$ cat config.mk
export PLATFORM = sky130hd
export DESIGN_NAME = ip_crpr_track
export DESIGN_NICKNAME = d
export VERILOG_FILES = /design/src/rtl/ip_crpr_pkg.sv /design/src/rtl/ip_crpr_cnt.sv /design/src/rtl/ip_crpr_track.sv
export SDC_FILE = /design/constraint.sdc
export NUM_CORES = 1
export LEC_CHECK = 0
export ABC_AREA = 1
export CAP_MARGIN = 20
export CORE_MARGIN = 2
export CORE_UTILIZATION = 64
export CTS_BUF_LIST = sky130_fd_sc_hd__clkbuf_8
export DETAILED_ROUTE_END_ITERATION = 16
export GPL_TIMING_DRIVEN = 0
export PLACE_DENSITY = 0.91
export SLEW_MARGIN = 20
export SYNTH_ARGS = -nofsm -noshare
export SYNTH_HDL_FRONTEND = slang
export SYNTH_HIERARCHICAL = 1
export SYNTH_SLANG_ARGS = --single-unit
$ cat constraint.sdc
create_clock -name clk -period 13.04 [get_ports clk]
set_input_delay 2.608 -clock clk [delete_from_list [all_inputs] [get_ports clk]]
set_output_delay 2.608 -clock clk [all_outputs]
set_load 0.1 [all_outputs]
$ cat src/rtl/ip_crpr_pkg.sv
// ip_crpr_pkg: shared widths and FSM state type for the credit tracker.
// Used by ip_crpr_cnt and ip_crpr_track.
package ip_crpr_pkg;

   // Header credit counters are 8 bits wide; data credit counters are 12 bits wide.
   localparam int unsigned HDR_W = 8;
   localparam int unsigned DAT_W = 12;

   // Request-handling FSM states.
   typedef enum logic [1:0] {
      ST_IDLE  = 2'd0,
      ST_EVAL  = 2'd1,
      ST_GRANT = 2'd2,
      ST_DROP  = 2'd3
   } crpr_state_t;

endpackage : ip_crpr_pkg

$ cat src/rtl/ip_crpr_cnt.sv
// ip_crpr_cnt: one saturating credit counter.
// Holds the limit captured on load.  Each cycle it adds the released credits,
// clamps the sum at that limit and then subtracts the consumed credits.
// The caller must never request a subtract larger than the current count.
// clamp pulses for one cycle when the sum would have exceeded the limit.
module ip_crpr_cnt
   import ip_crpr_pkg::*;
#(
   parameter int unsigned W = HDR_W
) (
   input  logic         clk,
   input  logic         rstn,
   input  logic         load,
   input  logic [W-1:0] lim,
   input  logic [W-1:0] add,
   input  logic [W-1:0] sub,
   output logic [W-1:0] cnt,
   output logic         clamp
);

   logic [W-1:0] lim_q;
   logic [W:0]   sum;
   logic [W-1:0] sat;
   logic         over;

   // Release path: widen by one bit so the sum cannot wrap, then clamp at the limit.
   always_comb begin
      sum  = {1'b0, cnt} + {1'b0, add};
      sat  = sum[W-1:0];
      over = 1'b0;
      if (sum > {1'b0, lim_q}) begin
         sat  = lim_q;
         over = 1'b1;
      end
   end

   // A load cycle discards releases, so it never reports a clamp.
   always_comb begin
      clamp = over & ~load;
   end

   // Counter and captured limit; load takes priority over release and consume.
   always_ff @(posedge clk or negedge rstn) begin
      if (!rstn) begin
         cnt   <= '0;
         lim_q <= '0;
      end else if (load) begin
         cnt   <= lim;
         lim_q <= lim;
      end else begin
         cnt <= sat - sub;
      end
   end

endmodule : ip_crpr_cnt

$ cat src/rtl/ip_crpr_track.sv
// ip_crpr_track: transmit credit tracker for posted / non-posted traffic.
// Four ip_crpr_cnt instances hold the ph/pd/nph/npd available credits.
// A small FSM evaluates each held tx_req against the registered counts.
// It grants with a one-cycle registered tx_gnt pulse and consumes the
// credits on that grant cycle.
// Optional over-release checking: define IP_CRPR_OVF_CHK_EN to make ovf_err
// a sticky flag set by any counter clamp.  Otherwise ovf_err is tied to 0.
module ip_crpr_track
   import ip_crpr_pkg::*;
(
   input  logic        clk,
   input  logic        rstn,
   input  logic        init,
   input  logic [7:0]  ph_lim,
   input  logic [11:0] pd_lim,
   input  logic [7:0]  nph_lim,
   input  logic [11:0] npd_lim,
   input  logic        ph_cr,
   input  logic        pd_cr,
   input  logic [7:0]  pd_num,
   input  logic        nph_cr,
   input  logic        npd_cr,
   input  logic        tx_req,
   input  logic        tx_np,
   input  logic [7:0]  tx_dcr,
   output logic        tx_gnt,
   output logic [7:0]  ph_av,
   output logic [11:0] pd_av,
   output logic [7:0]  nph_av,
   output logic [11:0] npd_av,
   output logic        ovf_err
);

   crpr_state_t state;
   logic        req_np;
   logic [7:0]  req_dcr;

   logic        posted_ok;
   logic        np_ok;
   logic        suff;

   logic [HDR_W-1:0] ph_add, nph_add, ph_sub, nph_sub;
   logic [DAT_W-1:0] pd_add, npd_add, pd_sub, npd_sub;
   logic [3:0]       clamp_vec;

   // Sufficiency test against the registered counters for the pending request.
   always_comb begin
      posted_ok = (ph_av != '0) && ({4'b0, tx_dcr} <= pd_av);
      np_ok     = (nph_av != '0) && ({4'b0, tx_dcr} <= npd_av);
      suff      = tx_np ? np_ok : posted_ok;
   end

   // Release amounts: one credit per pulse, pd_num data credits on pd_cr.
   always_comb begin
      ph_add  = {7'b0, ph_cr};
      nph_add = {7'b0, nph_cr};
      npd_add = {11'b0, npd_cr};
      pd_add  = pd_cr ? {4'b0, pd_num} : '0;
   end

   // Consume amounts use the request captured when EVAL passed.
   // They apply only during the grant cycle.
   always_comb begin
      ph_sub  = '0;
      pd_sub  = '0;
      nph_sub = '0;
      npd_sub = '0;
      if (state == ST_GRANT) begin
         if (req_np) begin
            nph_sub = {7'b0, 1'b1};
            npd_sub = {4'b0, req_dcr};
         end else begin
            ph_sub  = {7'b0, 1'b1};
            pd_sub  = {4'b0, req_dcr};
         end
      end
   end

   ip_crpr_cnt #(.W(HDR_W)) u_ph (
      .clk   (clk),
      .rstn  (rstn),
      .load  (init),
      .lim   (ph_lim),
      .add   (ph_add),
      .sub   (ph_sub),
      .cnt   (ph_av),
      .clamp (clamp_vec[0])
   );

   ip_crpr_cnt #(.W(DAT_W)) u_pd (
      .clk   (clk),
      .rstn  (rstn),
      .load  (init),
      .lim   (pd_lim),
      .add   (pd_add),
      .sub   (pd_sub),
      .cnt   (pd_av),
      .clamp (clamp_vec[1])
   );

   ip_crpr_cnt #(.W(HDR_W)) u_nph (
      .clk   (clk),
      .rstn  (rstn),
      .load  (init),
      .lim   (nph_lim),
      .add   (nph_add),
      .sub   (nph_sub),
      .cnt   (nph_av),
      .clamp (clamp_vec[2])
   );

   ip_crpr_cnt #(.W(DAT_W)) u_npd (
      .clk   (clk),
      .rstn  (rstn),
      .load  (init),
      .lim   (npd_lim),
      .add   (npd_add),
      .sub   (npd_sub),
      .cnt   (npd_av),
      .clamp (clamp_vec[3])
   );

   // Request FSM with registered grant pulse.
   // tx_gnt is set on the same edge that enters GRANT, so it is high for exactly
   // the GRANT cycle.  tx_np/tx_dcr are captured on that edge so that the
   // consume does not depend on the requester holding them through GRANT.
   always_ff @(posedge clk or negedge rstn) begin
      if (!rstn) begin
         state   <= ST_IDLE;
         tx_gnt  <= 1'b0;
         req_np  <= 1'b0;
         req_dcr <= '0;
      end else if (init) begin
         state  <= ST_IDLE;
         tx_gnt <= 1'b0;
      end else begin
         tx_gnt <= 1'b0;
         case (state)
            ST_IDLE: begin
               if (tx_req) state <= ST_EVAL;
            end
            ST_EVAL: begin
               if (!tx_req) begin
                  state <= ST_IDLE;
               end else if (suff) begin
                  state   <= ST_GRANT;
                  tx_gnt  <= 1'b1;
                  req_np  <= tx_np;
                  req_dcr <= tx_dcr;
               end
            end
            ST_GRANT: begin
               state <= ST_DROP;
            end
            ST_DROP: begin
               if (!tx_req) state <= ST_IDLE;
            end
            default: begin
               state <= ST_IDLE;
            end
         endcase
      end
   end

`ifdef IP_CRPR_OVF_CHK_EN
   logic ovf_q;

   // Sticky over-release flag, cleared by reset or init.
   always_ff @(posedge clk or negedge rstn) begin
      if (!rstn) begin
         ovf_q <= 1'b0;
      end else if (init) begin
         ovf_q <= 1'b0;
      end else if (|clamp_vec) begin
         ovf_q <= 1'b1;
      end
   end

   assign ovf_err = ovf_q;
`else
   logic unused_clamp;
   assign unused_clamp = |clamp_vec;
   assign ovf_err      = 1'b0;
`endif

endmodule : ip_crpr_track
==> flow_summary.toml, run 1 <==
[route]
drc_errors = 0
totalWireLength_um = 22800
route.detailed.vias_per_inst = 5.34
vias_after_detailed_routing = 9041
firstDrtPassIters = 7
drt_iter0_drc = 628
post_detailed_route_count_of_antenna_violating_nets = 0
routed_wire_length_per_instance_um = 13.5

[global_routing]
globalRouteTotalUtil_pct = 29.5
number_of_global_route_vias_before_repair = 8805
largest_net_degree_at_the_start_of_global_routing = 54
grt_pass1_wl_um = 38000
grt_antenna_before_repair = 0
global_route.overflow_total = 0

[worst_setup_path]
crit_path_top_delay_cell = "sky130_fd_sc_hd__clkdlybuf4s50_1"
setup.reg_to_reg.worst_slack_ns = 8.05
cpMostUsedCell = "sky130_fd_sc_hd__nand2_1"
r2r-end = "u_pd/cnt[9]"
cp_data_required_time_ns = 13.32
timing.critical_path.to_type = "flop"
timing.critical_path.slowest_cell_delay_ns = 0.49
critical_path_class = "in2reg"
cp.arrival_ns = 7.71
r2r_cells = 25
crit_fanout = 10
reg_to_reg_critical_path_startpoint = "u_pd/cnt[0]"
timing.critical_path.from_type = "input port"

[clock_network]
cts_hold_repair.buffers = 0
cts_tree = "done"
clk_pin_slew_worst_paths_ns = 0.09
postCtsResizedCells = 0
cts-root-buf = "sky130_fd_sc_hd__clkbuf_8"
cts-root-to-sink-buffers = 2
post-cts-setup-buffer-count = 0
ctsHtreeMaxLevel = 3
clock_latency_ns = 0.39
cts_made_buffers = 9
numClockSinks = 92

[run_status]
result_of_the_run = "finished clean"

[final_layout]
mostFrequentLayoutCell = "sky130_fd_sc_hd__nand2_1"
antenna_cells = 0
num-fill-cells = 1064
layout-drive-gt1-share_pct = 6.56
layout.cells.most_common_list = "sky130_fd_sc_hd__nand2_1 (338), sky130_fd_sc_hd__inv_1 (259), sky130_fd_sc_hd__ha_1 (132), sky130_fd_sc_hd__clkdlybuf4s50_1 (103), sky130_fd_sc_hd__dfrtp_1 (92)"
multiInputGateArea_sq_um = 6080
layout.area.seq_sq_um = 2300
syn_to_final_growth_pct = 18.0
num-nets-final = 1709

[timing]
fin_clk_skew_ns = 0.0161
max_slew_margin_pct = 30.9
maxClockFrequency_mhz = 135
finalSetupViolCount = 0
setup_slack_ns = 5.61
fin_crit_sh_pct = 57.0
fin_crit_ns = 7.43
finalMaxSlewViolations = 0
aggregate_negative_setup_slack_ns = 0
finalHoldViolCount = 0
tightestPinTransition_ns = 1.03
setup_repair_after_global_routing_missed_its_margin = "false"

[floorplanning]
num_io_pins = 107
core_region_area_sq_um = 14400
die_width_um = 124
die_height_um = 124
overall_die_area_sq_um = 15500
start_util_pct = 64.6
rows = 44

[flow_run]
cap_violations = 0

[worst_hold_path]
min_path_type = "reg2reg"
whs_endpoint = "req_dcr[6]"
worst_hold_path.num_cells = 2
hold_path.startpoint = "req_dcr[6]"

[placed_design]
quantity_of_i_o_buffers_inserted_on_ports = 104
globalplace.congestion = 0.896
place_hpwl_um = 18500
preCtsSetupSlack_ns = 5.38

[synthesis]
synthesis.yosys.warnings = 6
syn_avg_cell_area_sq_um = 6.98
post_syn_area_sq_um = 9280
syn-instance-count = 1330
## through the flow
step	util, %	cells	cell area (sq um)	hold WS, ns
floorplan	-	1388	9500	0.442
global placement	74.9	1676	10800	0.453
detailed placement	75.1	1677	10800	0.458
CTS	76.2	1692	10900	0.479
global route	76.2	1692	10900	0.510
finish	76.2	1692	10900	0.477
## layout make-up
| cell class | instances | share of cell area [%] |
|---|---|---|
| clock inverters | 6 | 0.251 |
| flip-flops and latches | 92 | 21.0 |
| repair buffers | 105 | 9.77 |
| clock buffers | 9 | 1.13 |
| well taps | 184 | 2.10 |
| inverters | 268 | 9.26 |
| multi-input cells | 1011 | 55.5 |
| plain buffers | 17 | 0.937 |
## layer usage
| layer | global-route usage (%) | part of all wire (%) | vias to the layer above |
|---|---|---|---|
| met4 | 13.7 | 3.6 | 0 |
| met2 | 51.6 | 49 | 322 |
| li1 | - | - | 4555 |
| met5 | 0 | 0 | - |
| met3 | 4.38 | 5.3 | 70 |
| met1 | 35.9 | 42 | 4094 |
## how the worst max path moves through the flow
stage                          from          end  slack (ns)  cells after the start
final                     pd_num[0]  u_pd/cnt[9]        5.61                     28
after global routing      pd_num[0]  u_pd/cnt[8]        5.32                     33
after CTS                 pd_num[0]  u_pd/cnt[9]        5.74                     28
after detailed placement  pd_num[0]  u_pd/cnt[9]        5.38                     28
after global placement    pd_num[0]  u_pd/cnt[9]        5.53                     28
after floorplan               pd_cr  u_pd/cnt[8]        6.26                     32
## critical path: cells and delay by family
| kind | cells | cell delay [ns] |
|---|---|---|
| xor gates and xnor gates | 1 | 0.25 |
| adders and majority gates | 4 | 1.29 |
| buffers and inverters | 6 | 1.02 |
| AOI/OAI and AO/OA | 8 | 1.48 |
| and+or+nand+nor | 9 | 1.06 |
## registers in the layout (all words and copies together), names as in the netlist
signal and count:
u_nph/cnt 8, u_ph/cnt 8, u_pd/lim_q 12, u_npd/lim_q 12
u_pd/cnt 12, u_ph/lim_q 8, u_npd/cnt 12, u_nph/lim_q 8
tx_gnt 1, req_dcr 8, state 2, req_np 1
Power of run 1 is not shown: default switching activity piles up to over one toggle a cycle in this logic, so the estimate is an artifact.
==> run 2: changes to the inputs <==
Settings changed: CORE_UTILIZATION 64 to 59, PLACE_DENSITY 0.91 to 0.85.
Clock period 13.04 ns to 7.2 ns, I/O delays scaled along.
==> flow_summary.toml, run 2 (synthesized netlist as in run 1, its figures left out) <==
[worst_setup_path]
crit_fanout = 9
timing.critical_path.to_type = "flop"
timing.critical_path.slowest_cell_delay_ns = 0.46
cp.arrival_ns = 6.45
timing.critical_path.from_type = "input port"
r2r-end = "u_pd/cnt[8]"
crit_path_top_delay_cell = "sky130_fd_sc_hd__clkdlybuf4s50_1"
reg_to_reg_critical_path_startpoint = "u_pd/cnt[0]"
r2r_cells = 30
cp_data_required_time_ns = 7.45
cpMostUsedCell = "sky130_fd_sc_hd__nand2_1"
setup.reg_to_reg.worst_slack_ns = 2.23
critical_path_class = "in2reg"
critical_path.startpoint = "pd_num[0]"

[floorplanning]
rows = 45
overall_die_area_sq_um = 16700
start_util_pct = 60.8
core_region_area_sq_um = 15300
die_width_um = 129
num_io_pins = 107
die_height_um = 129

[final_layout]
syn_to_final_growth_pct = 18.5
layout.area.seq_sq_um = 2300
num-fill-cells = 1269
layout-drive-gt1-share_pct = 6.70
num-nets-final = 1709
mostFrequentLayoutCell = "sky130_fd_sc_hd__nand2_1"
layout.cells.most_common_list = "sky130_fd_sc_hd__nand2_1 (338), sky130_fd_sc_hd__inv_1 (257), sky130_fd_sc_hd__ha_1 (132), sky130_fd_sc_hd__clkdlybuf4s50_1 (103), sky130_fd_sc_hd__dfrtp_1 (92)"
multiInputGateArea_sq_um = 6080
antenna_cells = 0

[timing]
max_slew_margin_pct = 30.6
finalHoldViolCount = 0
fin_crit_sh_pct = 86.2
setup_repair_after_global_routing_missed_its_margin = "false"
finalSetupViolCount = 0
fin_crit_ns = 6.20
maxClockFrequency_mhz = 161
fin_clk_skew_ns = 0.00746
aggregate_negative_setup_slack_ns = 0
setup_slack_ns = 0.996
finalMaxSlewViolations = 0
tightestPinTransition_ns = 1.04

[clock_network]
cts-root-buf = "sky130_fd_sc_hd__clkbuf_8"
cts-root-to-sink-buffers = 2
cts_tree = "done"
ctsHtreeMaxLevel = 3
cts_made_buffers = 9
numClockSinks = 92
cts_hold_repair.buffers = 0
post-cts-setup-buffer-count = 0
clk_pin_slew_worst_paths_ns = 0.08
postCtsResizedCells = 0
clock_latency_ns = 0.37

[route]
routed_wire_length_per_instance_um = 13.0
totalWireLength_um = 22400
drc_errors = 0
post_detailed_route_count_of_antenna_violating_nets = 0
route.detailed.vias_per_inst = 5.13
firstDrtPassIters = 5
vias_after_detailed_routing = 8826
drt_iter0_drc = 583

[global_routing]
number_of_global_route_vias_before_repair = 8410
globalRouteTotalUtil_pct = 27.6
grt_pass1_wl_um = 37100
grt_antenna_before_repair = 0
global_route.overflow_total = 0
largest_net_degree_at_the_start_of_global_routing = 57

[placed_design]
globalplace.congestion = 0.949
preCtsSetupSlack_ns = 0.728
quantity_of_i_o_buffers_inserted_on_ports = 104
place_hpwl_um = 18400

[flow_run]
cap_violations = 0

[worst_hold_path]
min_path_type = "reg2reg"
whs_endpoint = "req_dcr[2]"
worst_hold_path.num_cells = 2
hold_path.startpoint = "req_dcr[2]"

[run_status]
result_of_the_run = "finished clean"
[run 2: cell types whose count changed in the layout (fill, tap and decap cells not counted), sizes merged]
| cell | delta |
|---|---|
| clkinv | +1 |
| inv | -2 |
| clkbuf | +2 |
| clkinvlp | -1 |
[run 2: worst max-delay path by stage]
stage / endpoint / slack (ns)
2_1_floorplan: u_pd/cnt[8] / 1.59
3_3_place_gp: u_pd/cnt[8] / 0.86
3_5_place_dp: u_pd/cnt[8] / 0.73
4_1_cts: u_pd/cnt[8] / 1.10
5_1_grt: u_pd/cnt[8] / 0.57
6_report: u_pd/cnt[8] / 1.0
[run 2: critical path, delay by kind of cell]
family | cells | cell delay (ns)
simple gates | 14 | 1.34
fa+ha+maj | 4 | 1.33
compound gates | 8 | 1.16
buf+inv | 6 | 0.95
xor+xnor | 1 | 0.26
[run 2: layer usage]
| metal | up-vias | track usage, % | routed length [um] |
|---|---|---|---|
| li1 | 4547 | - | - |
| met1 | 4028 | 34.5 | 9880 |
| met2 | 206 | 49.1 | 11100 |
| met3 | 45 | 3.14 | 830 |
| met4 | 0 | 10.4 | 567 |
| met5 | - | 0 | 0 |
[run 2: cell type report]
class	count	share of cell area, %
multi-input cells	1011	55.3
flip-flops and latches	92	20.9
repair buffers	105	9.73
inverters	268	9.22
well taps	211	2.40
clock buffers	11	1.38
plain buffers	17	0.933
clock inverters	4	0.159
[run 2: metrics by stage]
| stage | std cells | utilization [%] | hold WS, ns | area (sq um) |
|---|---|---|---|---|
| 6_report | 1719 | 72.1 | 0.477 | 11000 |
| 5_1_grt | 1719 | 72.1 | 0.495 | 11000 |
| 4_1_cts | 1719 | 72.1 | 0.479 | 11000 |
| 3_5_place_dp | 1704 | 71.0 | 0.459 | 10800 |
| 3_3_place_gp | 1703 | 70.8 | 0.453 | 10800 |
| 2_1_floorplan | 1388 | - | 0.442 | 9500 |
Power of run 2 is left out for the same reason.
